## src/rtl/wrr_packet_arbiter_if.sv

```systemverilog
// Stream bundle for the weighted round-robin packet arbiter.
// The slave modport is the arbiter's own view. The master modport is the
// surrounding environment that feeds the requesters and sinks the output.
interface wrr_packet_arbiter_if #(
    parameter int S_DATA_COUNT = 4,
    parameter int T_DATA_WIDTH = 32,
    parameter int WEIGHT_WIDTH = 4
);
    localparam int T_ID___WIDTH = $clog2(S_DATA_COUNT);

    logic [S_DATA_COUNT-1:0]                   s_valid_i;
    logic [S_DATA_COUNT-1:0][T_DATA_WIDTH-1:0] s_data_i;
    logic [S_DATA_COUNT-1:0]                   s_last_i;
    logic [S_DATA_COUNT-1:0]                   s_ready_o;
    logic [S_DATA_COUNT-1:0][WEIGHT_WIDTH-1:0] weight_i;
    logic                                      m_valid_o;
    logic [T_DATA_WIDTH-1:0]                   m_data_o;
    logic                                      m_last_o;
    logic [T_ID___WIDTH-1:0]                   m_id_o;
    logic                                      m_ready_i;
    logic                                      busy_o;

    modport slave (
        input  s_valid_i, s_data_i, s_last_i, weight_i, m_ready_i,
        output s_ready_o, m_valid_o, m_data_o, m_last_o, m_id_o, busy_o
    );

    modport master (
        output s_valid_i, s_data_i, s_last_i, weight_i, m_ready_i,
        input  s_ready_o, m_valid_o, m_data_o, m_last_o, m_id_o, busy_o
    );
endinterface

```

## src/rtl/wrr_packet_arbiter.sv

```systemverilog
// Weighted round-robin packet arbiter.
// A requester wins a grant for one whole packet. After a win it may keep
// winning back-to-back for up to its weight in packets, as long as it stays
// valid; otherwise the grant rotates to the next valid requester above the
// current owner. The owner's stream is passed straight through to the output,
// with one idle cycle between packets in which the next grant is decided.
module wrr_packet_arbiter #(
    parameter int S_DATA_COUNT = 4,
    parameter int T_DATA_WIDTH = 32,
    parameter int WEIGHT_WIDTH = 4
) (
    input  logic                clk_i,
    input  logic                rst_in,
    wrr_packet_arbiter_if.slave bus
);
    localparam int T_ID___WIDTH = $clog2(S_DATA_COUNT);
    localparam int SUM_WIDTH    = T_ID___WIDTH + 1;

    typedef enum logic {
        IDLE = 1'b0,
        BUSY = 1'b1
    } state_t;

    state_t                  state_q, state_d;
    logic [T_ID___WIDTH-1:0] owner_q, owner_d;
    logic [WEIGHT_WIDTH-1:0] credit_q, credit_d;

    logic                    last_beat;
    logic                    found;
    logic [SUM_WIDTH-1:0]    sum;
    logic [T_ID___WIDTH-1:0] cand;

    // The packet ends on the handshake of the owner's beat that carries last.
    always_comb begin
        last_beat = (state_q == BUSY) && bus.s_valid_i[owner_q] &&
                    bus.m_ready_i && bus.s_last_i[owner_q];
    end

    // Next grant: a still-valid owner with credit left keeps the grant,
    // otherwise rotate upward from owner+1, visiting the owner itself last.
    always_comb begin
        state_d  = state_q;
        owner_d  = owner_q;
        credit_d = credit_q;
        found    = 1'b0;
        sum      = '0;
        cand     = '0;
        case (state_q)
            IDLE: begin
                if (|bus.s_valid_i) begin
                    state_d = BUSY;
                    if ((credit_q != '0) && bus.s_valid_i[owner_q]) begin
                        credit_d = credit_q - WEIGHT_WIDTH'(1);
                    end else begin
                        for (int k = 1; k <= S_DATA_COUNT; k++) begin
                            sum = {1'b0, owner_q} + SUM_WIDTH'(k);
                            if (sum >= SUM_WIDTH'(S_DATA_COUNT)) begin
                                sum = sum - SUM_WIDTH'(S_DATA_COUNT);
                            end
                            cand = sum[T_ID___WIDTH-1:0];
                            if (!found && bus.s_valid_i[cand]) begin
                                found   = 1'b1;
                                owner_d = cand;
                                if (bus.weight_i[cand] == '0) begin
                                    credit_d = '0;
                                end else begin
                                    credit_d = bus.weight_i[cand] - WEIGHT_WIDTH'(1);
                                end
                            end
                        end
                    end
                end
            end
            BUSY: begin
                if (last_beat) begin
                    state_d = IDLE;
                end
            end
            default: begin
                state_d = IDLE;
            end
        endcase
    end

    // Grant state; reset drops any packet in flight and parks the owner at
    // the top index so the first rotation after reset starts at requester 0.
    always_ff @(posedge clk_i or negedge rst_in) begin
        if (!rst_in) begin
            state_q  <= IDLE;
            owner_q  <= T_ID___WIDTH'(S_DATA_COUNT - 1);
            credit_q <= '0;
        end else begin
            state_q  <= state_d;
            owner_q  <= owner_d;
            credit_q <= credit_d;
        end
    end

    // Pass-through of the owner's stream while busy; everything quiet in idle.
    always_comb begin
        bus.s_ready_o = '0;
        bus.m_valid_o = 1'b0;
        bus.m_last_o  = 1'b0;
        bus.m_data_o  = '0;
        bus.m_id_o    = owner_q;
        bus.busy_o    = (state_q == BUSY);
        if (state_q == BUSY) begin
            bus.m_valid_o          = bus.s_valid_i[owner_q];
            bus.m_last_o           = bus.s_last_i[owner_q];
            bus.m_data_o           = bus.s_data_i[owner_q];
            bus.s_ready_o[owner_q] = bus.m_ready_i;
        end
    end
endmodule

```

## src/flat_wrapper.sv

```systemverilog
// flat-port wrapper written by rule: the top's interface ports become plain ports
module wrr_packet_arbiter_flat 
#(
    parameter int S_DATA_COUNT = 4,
    parameter int T_DATA_WIDTH = 32,
    parameter int WEIGHT_WIDTH = 4
)
  (clk_i, rst_in, bus_s_valid_i, bus_s_data_i, bus_s_last_i, bus_weight_i, bus_m_ready_i, bus_s_ready_o, bus_m_valid_o, bus_m_data_o, bus_m_last_o, bus_m_id_o, bus_busy_o);
  wrr_packet_arbiter_if #(.S_DATA_COUNT(S_DATA_COUNT), .T_DATA_WIDTH(T_DATA_WIDTH), .WEIGHT_WIDTH(WEIGHT_WIDTH)) bus_i ();
  input  logic clk_i;
  input  logic rst_in;
  input wire logic [$bits(bus_i.s_valid_i)-1:0] bus_s_valid_i;
  input wire logic [$bits(bus_i.s_data_i)-1:0] bus_s_data_i;
  input wire logic [$bits(bus_i.s_last_i)-1:0] bus_s_last_i;
  input wire logic [$bits(bus_i.weight_i)-1:0] bus_weight_i;
  input wire logic [$bits(bus_i.m_ready_i)-1:0] bus_m_ready_i;
  output wire logic [$bits(bus_i.s_ready_o)-1:0] bus_s_ready_o;
  output wire logic [$bits(bus_i.m_valid_o)-1:0] bus_m_valid_o;
  output wire logic [$bits(bus_i.m_data_o)-1:0] bus_m_data_o;
  output wire logic [$bits(bus_i.m_last_o)-1:0] bus_m_last_o;
  output wire logic [$bits(bus_i.m_id_o)-1:0] bus_m_id_o;
  output wire logic [$bits(bus_i.busy_o)-1:0] bus_busy_o;
  assign bus_i.s_valid_i = bus_s_valid_i;
  assign bus_i.s_data_i = bus_s_data_i;
  assign bus_i.s_last_i = bus_s_last_i;
  assign bus_i.weight_i = bus_weight_i;
  assign bus_i.m_ready_i = bus_m_ready_i;
  assign bus_s_ready_o = bus_i.s_ready_o;
  assign bus_m_valid_o = bus_i.m_valid_o;
  assign bus_m_data_o = bus_i.m_data_o;
  assign bus_m_last_o = bus_i.m_last_o;
  assign bus_m_id_o = bus_i.m_id_o;
  assign bus_busy_o = bus_i.busy_o;
  wrr_packet_arbiter #(.S_DATA_COUNT(S_DATA_COUNT), .T_DATA_WIDTH(T_DATA_WIDTH), .WEIGHT_WIDTH(WEIGHT_WIDTH)) u_core (.clk_i(clk_i), .rst_in(rst_in), .bus(bus_i));
endmodule
```

## config.mk

```make
export PLATFORM = sky130hd
export DESIGN_NAME = wrr_packet_arbiter_flat
export DESIGN_NICKNAME = d
export VERILOG_FILES = /design/src/rtl/wrr_packet_arbiter_if.sv /design/src/rtl/wrr_packet_arbiter.sv /design/src/flat_wrapper.sv
export SDC_FILE = /design/constraint.sdc
export NUM_CORES = 1
export LEC_CHECK = 0
export CAP_MARGIN = 10
export CORE_UTILIZATION = 30
export DETAILED_ROUTE_END_ITERATION = 8
export GPL_TIMING_DRIVEN = 0
export PLACE_DENSITY = 0.78
export SYNTH_ARGS = -nofsm -noshare
export SYNTH_HDL_FRONTEND = slang
export SYNTH_SLANG_ARGS = --single-unit
```

## constraint.sdc

```tcl
create_clock -name clk_i -period 4.6 [get_ports clk_i]
set_input_delay 0.92 -clock clk_i [delete_from_list [all_inputs] [get_ports clk_i]]
set_output_delay 0.92 -clock clk_i [all_outputs]
set_load 0.01 [all_outputs]
```

==> results.py, run 1 <==
metrics = {
    "synthesis": {
        "synthArstFlopShare_pct": 100,
        "syn-num-nets": 378,
        "synth_edf_count": 0,
        "ys_warn_count": 0,
        "ys_ff_latch": 7,
        "synth_area_per_cell_sq_um": 11.1,
        "synth_common_cells": "mux4_2 (43), and2_1 (35), nand2_1 (13)",
        "yosysUniqueCellTypes": 47,
        "yosysTopAreaCell": "mux4_2",
        "syn_area_sq_mm": 0.00240,
        "ys.flop_type": "dfrtp_1",
        "synthTopCellsByArea": "mux4_2 (40%), mux4_1 (11%), and2_1 (9.1%)",
        "yosysMostFrequentCell": "mux4_2",
        "yosysSeqAreaShare_pct": 7.39,
        "synth_top_area_share_pct": 40.3,
        "synthCells": 217,
    },
    "pwr": {
        "p_leak_nw": 1.63,
        "p_per_area_mw_per_mm2": 555,
        "vdd_drop_max_uv": 210,
        "p_total_mw": 2.51,
    },
    "placed_design": {
        "portBuffers": 195,
        "dp_slack_ns": 0.604,
        "globalplace.congestion": 0.869,
        "dp_hpwl_um": 8410,
    },
    "clock_network": {
        "clock-sinks": 7,
        "cts_root_buf": "clkbuf_8",
        "clk_pin_slew_ns": 0.04,
        "cts_tree": "done",
        "postCtsHoldBufs": 0,
        "cts_buffer_depth": 2,
        "cts.htree.levels": 1,
        "numCtsBuffers": 3,
        "clk_latency_ns": 0.23,
        "post_cts_buffers": 0,
        "ctsResizeCount": 0,
    },
    "timing": {
        "rsz0062_at_grt": "false",
        "hold_viol": 0,
        "whs_ns": 0.613,
        "fmax_mhz": 244,
        "final.setup.worst_slack_ns": 0.504,
        "period_needed_ns": 4.10,
        "setup_viol": 0,
        "relSlewSlack_pct": 60.8,
        "final_max_slew_viol_count": 0,
        "setup_tns_ns": 0,
        "skew_ns": 0.00123,
        "post-route-period-util_pct": 89.0,
        "worst_slew_pin_slew_ns": 0.588,
    },
    "global_route": {
        "overflow": 0,
        "grt_max_degree": 11,
        "grt_pass1_wl_um": 14900,
        "grt_usage_pct": 22.9,
        "first_global_vias": 2909,
        "antenna_found_initial": 0,
    },
    "final_layout": {
        "fill_cells": 663,
        "nets": 578,
        "area_growth_pct": 88.3,
        "drive_gt1_share_pct": 14.9,
        "diodes": 0,
    },
    "drt": {
        "post_drt_via_cell_ratio": 5.45,
        "drc_errors": 0,
        "wl_per_cell_um": 19.0,
        "ant_nets": 0,
        "first_pass_iters": 4,
        "vias": 2821,
        "wirelength_um": 9870,
        "drt_first_iter_violations": 126,
    },
    "floorplan": {
        "design.core.area_sq_mm": 0.00773,
        "start_util_pct": 31.1,
        "top_level_ports": 196,
        "die-area_sq_mm": 0.00838,
        "row_count": 32,
        "die_y_um": 91.5,
        "fp.dieW_um": 91.5,
    },
    "critical_path": {
        "cp.required_ns": 3.68,
        "cp-end-kind": "output pin",
        "path_class": "reg -> out",
        "setup.worst_path.start_class": "flip-flop",
        "critPathArrivalTime_ns": 3.18,
        "critPathMaxFanout": 10,
    },
    "hold_path": {
        "hp-class": "reg -> reg",
    },
    "outcome": {
        "status": "finished, final reports clean",
    },
    "run": {
        "cap_viol_max_count": 0,
    },
}
cell usage in the layout, fill, tap and decap left out, drive strengths merged, types with 2 or more instances in the layout:
cell type / synthesis / routed
dfrtp: 5 / 5
nor3b: 2 / 2
clkdlybuf4s50: 0 / 195
nor4: 2 / 2
buf: 8 / 8
o22ai: 2 / 2
nand2: 13 / 13
o31ai: 2 / 2
nand2b: 2 / 2
a31oi: 2 / 2
or2: 3 / 3
clkbuf: 9 / 13
nand4: 2 / 2
ha: 6 / 6
a21oi: 6 / 6
nor2b: 3 / 3
nor3: 9 / 9
inv: 7 / 7
a311oi: 2 / 2
a41oi: 2 / 2
nor2: 8 / 8
o21ai: 9 / 9
o211ai: 3 / 3
dfstp: 2 / 2
o21a: 4 / 4
mux4: 53 / 53
and2: 35 / 35
nor4b: 3 / 3
and3: 4 / 4
routing by layer:
metal | GRT usage, % | routed length, um
met2 | 42.2 | 5270
met5 | 0 | 0
met1 | 27.2 | 3770
met4 | 5.29 | 178
met3 | 4.36 | 650
final cells by class:
| type | instances | area (sq um) | share of cell area (%) |
|---|---|---|---|
| repair buffers | 195 | 1950 | 43.1 |
| multi-input cells | 186 | 2110 | 46.6 |
| well taps | 102 | 128 | 2.82 |
| plain buffers | 17 | 88.8 | 1.96 |
| clock buffers | 4 | 45.0 | 0.994 |
| flip-flops and latches | 7 | 178 | 3.92 |
| inverters | 7 | 26.3 | 0.580 |
path summary, 6_finish.rpt:
check	start	to	slack (ns)	cells after the start
max	u_core.bus.m_id_o[1]$_DFFE_PN1P_	bus_m_data_o[2]	0.50	6
min	u_core.credit_q[3]$_DFFE_PN0P_	u_core.credit_q[3]$_DFFE_PN0P_	0.61	3
max reg2reg	u_core.bus.m_id_o[0]$_DFFE_PN1P_	u_core.credit_q[3]$_DFFE_PN0P_	0.64	13
min reg2reg	u_core.credit_q[3]$_DFFE_PN0P_	u_core.credit_q[3]$_DFFE_PN0P_	0.61	3
max in group asynchronous	rst_in	u_core.bus.m_id_o[0]$_DFFE_PN1P_	3.36	1
min in group asynchronous	rst_in	u_core.bus.busy_o$_DFF_PN0_	0.95	1
flip-flops by register name, summed over array words and instances, names as in the netlist:
name               cells
u_core.bus.m_id_o      2
u_core.credit_q        4
u_core.bus.busy_o      1
stage by stage:
stage / utilization, % / std cells / cell area [sq um]
after global routing: 58.6 / 518 / 4530
after CTS: 58.6 / 518 / 4530
after global placement: 58.0 / 514 / 4480
final: 58.6 / 518 / 4530
after detailed placement: 58.0 / 514 / 4480
after floorplan: - / 217 / 2400
kinds of logic (layout without fill, tap and decap cells):
family,count (synthesis),count (layout),synth area share [%]
compound gates,37,37,10.8
flops,7,7,7.39
buf+inv,24,223,4.79
fa+ha+maj,6,6,3.12
xor+xnor,1,1,0.364
mux,54,54,51.7
simple gates,88,88,21.9
worst max-delay path, cell delays in order, from the launching register on:
cell and delay, ns:
dfstp_2 0.56, buf_2 0.28, clkbuf_1 0.50, clkbuf_1 0.52, mux4_2 0.40, and2_1 0.18
clkdlybuf4s50_1 0.50
power breakdown:
part / switching, mW / total, mW / internal, mW / leakage (nW)
Combinational: 1.02 / 2.29 / 1.26 / 1.53
Sequential: 0.0380 / 0.138 / 0.0998 / 0.0762
Clock: 0.0272 / 0.0872 / 0.0600 / 0.0228
Total: 1.09 / 2.51 / 1.42 / 1.63
(Power assumes the default switching activity.)
==> run 2, diff against run 1 <==
Settings changed: CORE_MARGIN set to 8.
==> run 2 against run 1 <==
Final cell count up 0.19%. Global-route usage decreased by 3.9 points. Setup slack better by 0.052 ns. Largest cell class unchanged. Largest power group unchanged.
==> results.py, run 2 (same netlist as run 1, synthesis figures left out) <==
metrics = {
    "timing": {
        "hold_viol": 0,
        "fmax_mhz": 247,
        "worst_slew_pin_slew_ns": 0.646,
        "relSlewSlack_pct": 57.0,
        "final_max_slew_viol_count": 0,
        "skew_ns": 0.000818,
        "rsz0062_at_grt": "false",
        "final.setup.worst_slack_ns": 0.556,
        "post-route-period-util_pct": 87.9,
        "whs_ns": 0.602,
        "setup_viol": 0,
        "period_needed_ns": 4.04,
        "setup_tns_ns": 0,
    },
    "global_route": {
        "first_global_vias": 3167,
        "antenna_found_initial": 1,
        "grt_pass1_wl_um": 16900,
        "overflow": 0,
        "grt_max_degree": 11,
        "grt_usage_pct": 19.0,
    },
    "clock_network": {
        "post_cts_buffers": 0,
        "cts.htree.levels": 1,
        "clk_pin_slew_ns": 0.04,
        "postCtsHoldBufs": 0,
        "cts_root_buf": "clkbuf_8",
        "cts_buffer_depth": 2,
        "clk_latency_ns": 0.22,
        "ctsResizeCount": 0,
        "clock-sinks": 7,
        "cts_tree": "done",
        "numCtsBuffers": 3,
    },
    "final_layout": {
        "largest_reg_flops": 4,
        "nets": 578,
        "final_cell_mix": "clkdlybuf4s50_1 (195), mux4_2 (43), and2_1 (35)",
        "area_growth_pct": 88.4,
        "top_register": "u_core.credit_q",
        "drive_gt1_share_pct": 14.9,
        "final_common_cell": "clkdlybuf4s50_1",
    },
    "hold_path": {
        "hold_start": "u_core.credit_q[3]$_DFFE_PN0P_",
        "min_path_cells": 3,
        "hp-class": "reg -> reg",
        "worstHoldEndpoint": "u_core.credit_q[3]$_DFFE_PN0P_",
    },
    "drt": {
        "post_drt_via_cell_ratio": 5.46,
        "drc_errors": 0,
        "wirelength_um": 11200,
        "ant_nets": 0,
        "first_pass_iters": 4,
        "drt_first_iter_violations": 77,
        "wl_per_cell_um": 21.7,
        "vias": 2836,
    },
    "pwr": {
        "p_leak_nw": 1.63,
        "p_per_area_mw_per_mm2": 558,
        "vdd_drop_max_uv": 305,
    },
    "placed_design": {
        "dp_slack_ns": 0.584,
        "dp_hpwl_um": 9850,
        "portBuffers": 195,
        "globalplace.congestion": 0.846,
    },
    "outcome": {
        "status": "finished, final reports clean",
    },
    "critical_path": {
        "reg2reg_slack_ns": 0.64,
        "path_class": "reg -> out",
        "r2r_cells": 13,
        "timing.rr.start": "u_core.bus.m_id_o[0]$_DFFE_PN1P_",
        "critPathArrivalTime_ns": 3.12,
        "rr_endpoint": "u_core.credit_q[3]$_DFFE_PN0P_",
        "cp-end-kind": "output pin",
        "critPathMaxFanout": 10,
        "setup.worst_path.start_class": "flip-flop",
        "cp.required_ns": 3.68,
    },
    "floorplan": {
        "start_util_pct": 31.0,
        "fp.dieW_um": 106,
        "row_count": 32,
        "die-area_sq_mm": 0.0111,
        "top_level_ports": 196,
        "design.core.area_sq_mm": 0.00777,
        "die_y_um": 106,
    },
    "run": {
        "cap_viol_max_count": 0,
    },
}
==> run 2: cell types whose count changed in the layout (fill, tap and decap cells not counted) <==
cell     before  now
diode_2       0    1
==> run 2: where the power goes <==
| part | total (mW) | switching, mW | internal [mW] |
|---|---|---|---|
| Clock | 0.0843 | 0.0245 | 0.0598 |
| Sequential | 0.136 | 0.0362 | 0.0998 |
| Combinational | 2.31 | 1.04 | 1.27 |
| Total | 2.53 | 1.10 | 1.42 |
==> run 2: cell type report <==
type,instances,area (sq um)
Antenna cell,1,2.50
Buffer,17,88.8
Clock buffer,4,45.0
Fill cell,695,3240
Inverter,7,26.3
Multi-Input combinational cell,186,2110
Sequential cell,7,178
Tap cell,102,128
Timing Repair Buffer,195,1950
==> run 2: per-stage QoR <==
step / power (mW) / util (%) / area, sq um / std cells
6_report: 2.53 / 58.3 / 4530 / 519
5_1_grt: 2.72 / 58.3 / 4530 / 519
4_1_cts: 2.55 / 58.3 / 4530 / 518
3_5_place_dp: 2.45 / 57.7 / 4480 / 514
3_3_place_gp: 2.41 / 57.7 / 4480 / 514
2_1_floorplan: 1.58 / - / 2400 / 217
==> run 2: worst max path at each step <==
| stage | endpoint | start | slack, ns | depth (start not counted) |
|---|---|---|---|---|
| after detailed placement | u_core.credit_q[3]$_DFFE_PN0P_ | u_core.bus.m_id_o[0]$_DFFE_PN1P_ | 0.58 | 13 |
| after global placement | u_core.credit_q[3]$_DFFE_PN0P_ | u_core.bus.m_id_o[0]$_DFFE_PN1P_ | 0.59 | 13 |
| after floorplan | u_core.credit_q[3]$_DFFE_PN0P_ | u_core.bus.m_id_o[0]$_DFFE_PN1P_ | 1.13 | 13 |
| final | bus_m_data_o[24] | u_core.bus.m_id_o[1]$_DFFE_PN1P_ | 0.56 | 6 |
| after CTS | bus_m_data_o[24] | u_core.bus.m_id_o[1]$_DFFE_PN1P_ | 0.54 | 6 |
| after global routing | u_core.credit_q[3]$_DFFE_PN0P_ | u_core.bus.m_id_o[0]$_DFFE_PN1P_ | 0.32 | 13 |
==> run 2: metal layers <==
layer	global-route usage, %	vias up	wire [um]
li1	-	1299	-
met2	36.6	126	6300
met3	5.48	12	877
met5	0	-	0
met4	3.42	0	141
met1	20.0	1399	3920
==> run 2: critical path: stages, from the launching register on <==
cell and delay [ns]:
dfstp_2 0.56, buf_2 0.28, clkbuf_1 0.44, clkbuf_1 0.56
mux4_2 0.41, and2_1 0.17, clkdlybuf4s50_1 0.48
==> patch: new RTL, config.mk and constraints of run 2 <==
Reset style: synchronous (`rst_in`), changed in one clocked block.
--- a/src/rtl/wrr_packet_arbiter.sv
+++ b/src/rtl/wrr_packet_arbiter.sv
@@ -86,3 +86,3 @@
     // the top index so the first rotation after reset starts at requester 0.
-    always_ff @(posedge clk_i or negedge rst_in) begin
+    always_ff @(posedge clk_i) begin
         if (!rst_in) begin
Function: differs if rst_in is asserted again (counterexample within 4 cycles, from zero or initial values and one cycle with rst_in low); with rst_in held inactive, the same outputs for 10 cycles.
==> patch against run 2 <==
- final area is 0.69% lower
- critical path depth rose by 8
- sequential share of layout area down 0.81 points
- non-clock buffer count unchanged
- count of clock-buffer cells in the layout unchanged
- power fell by 23%
- synthesized area is 1.2% lower
- sequential cell count is the same
- clock skew fell by 0.00056 ns
- routed wire length is 0.37% lower
- worst setup slack better by 0.12 ns
- maximum frequency increased by 3.1%
- critical path type is now reg -> reg
- critical endpoint is now u_core.credit_q[2]$_SDFFE_PN0P_
==> patch: results (changes against run 2) <==
* Vias in the first global route at 3150 (was 3167)
* M2 GR Usage at 36.56% (about the same)
* Critical Path Source: u_core.bus.m_id_o[0]$_SDFFE_PN1P_ (was u_core.bus.m_id_o[1]$_DFFE_PN1P_)
* Flop2flop setup slack at 0.68 ns (was 0.64 ns)
* Peak VDD IR at 0.0001513 V (was 0.0003049 V)
* Slowest-stage cell, CP: dfxtp_1 (was dfstp_2)
* Post-synth EDFFs at 0 (unchanged)
* M1 WL at 3935 um (was 3919 um)
* Synth area leaders: mux4_2, and2_1, dfxtp_1 (was mux4_2, mux4_1, and2_1)
* DR iter-0 viols at 84 (was 77)
* Largest register FFs at 4 (unchanged)
* Antenna diodes at 0 (was 1)
* Met3 Wirelength at 1074 um (was 877 um)
* CP arrival at 4.07 ns (was 3.12 ns)
* Top Metal Used: met5 (was met4)
* Asr flop ratio synth at 0% (was 100.0%)
* NumNets Final at 577 (was 578)
* Share of cells above drive strength 1 at 18.31% (was 14.90%)
* Psw at 854.2 uW (was 1103 uW)
* Global routing usage on met3 at 6.572% (was 5.481%)
* Hold path start: u_core.credit_q[2]$_SDFFE_PN0P_ (was u_core.credit_q[3]$_DFFE_PN0P_)
* Hold Path Depth at 2 (was 3)
* Crit path max fanout at 10 (unchanged)
* Worst slew pin tran at 0.7318 ns (was 0.6456 ns)
* Maximum number of pins on one net before global-route repair at 11 (unchanged)
* Metal2 WL at 5907 um (was 6303 um)
* Sequential share of power at 6.1% (was 5.4%)
* Worst Hold Path EP: u_core.credit_q[2]$_SDFFE_PN0P_ (was u_core.credit_q[3]$_DFFE_PN0P_)
* CP max stage delay at 0.45 ns (was 0.56 ns)
* RD Place Congestion at 0.8756 (was 0.8457)
* Pleak at 0.001628 uW (was 0.001631 uW)
* M1 GR Usage at 19.76% (was 19.99%)
* Distinct cells, synth at 48 (was 47)
* Synth cell count leaders: mux4_2, and2_1, nand2_1, a21oi_1, nor3_1 (was mux4_2, and2_1, nand2_1, mux4_1)
* Clock transition at path regs at 0.04 ns (about the same)
* Post-synth top area share at 50.24% (was 40.27%)
* GRT Overall Usage at 19.33% (was 18.97%)
* Clk_lat worst skew at 0.22 ns (about the same)
* Sequential element share of the synthesized area at 5.898% (was 7.388%)
* Worst clock skew at 0.0002576 ns (was 0.0008178 ns)
* Hold WS at 0.5436 ns (was 0.6016 ns)
* H-tree levels at 1 (unchanged)
* Comb power frac at 89.5% (was 91.3%)
* HPWL after detailed placement at 9899 um (was 9849 um)
* Syn nets at 377 (was 378)
* Top FF cell, synth: dfxtp_1 (was dfrtp_1)
* Worst path depth at 14 (was 6)
* Status: finished, final reports clean (unchanged)
* Setup crit end: u_core.credit_q[2]$_SDFFE_PN0P_ (was bus_m_data_o[24])
* Wirelength, routed at 11200 um (was 11240 um)
* # Post-CTS Setup Buffers at 0 (unchanged)
* First-pass GRT wire length at 17170 um (was 16910 um)
* Via density per instance at 5.509 (was 5.464)
-- patch: cell families (layout without fill, tap and decap cells) --
group / count (synthesis) / after routing / share of synthesized area [%]
buf+inv: 23 / 222 / 4.897
xor+xnor: 2 / 2 / 0.7374
simple gates: 83 / 83 / 21.85
fa+ha+maj: 6 / 6 / 3.159
flops: 7 / 7 / 5.898
mux: 54 / 54 / 50.71
compound gates: 41 / 41 / 12.74
-- patch: layout make-up --
class	count	area [um2]
plain buffers	17	93.84
clock buffers	4	45.04
fillers	653	3187
inverters	6	22.52
multi-input cells	186	2120
flip-flops and latches	7	140.1
well taps	102	127.6
repair buffers	195	1952
-- patch: metrics by stage --
stage               setup slack [ns]  power (uW)  util [%]  area [um2]  instances
floorplan                      1.208        1322         -        2376        216
global placement              0.7575        1820     57.96        4456        513
detailed placement            0.6176        1864     57.96        4456        513
CTS                           0.6222        1956     58.54        4501        517
global route                  0.4027        2100     58.54        4501        517
finish                        0.6783        1950     58.54        4501        517
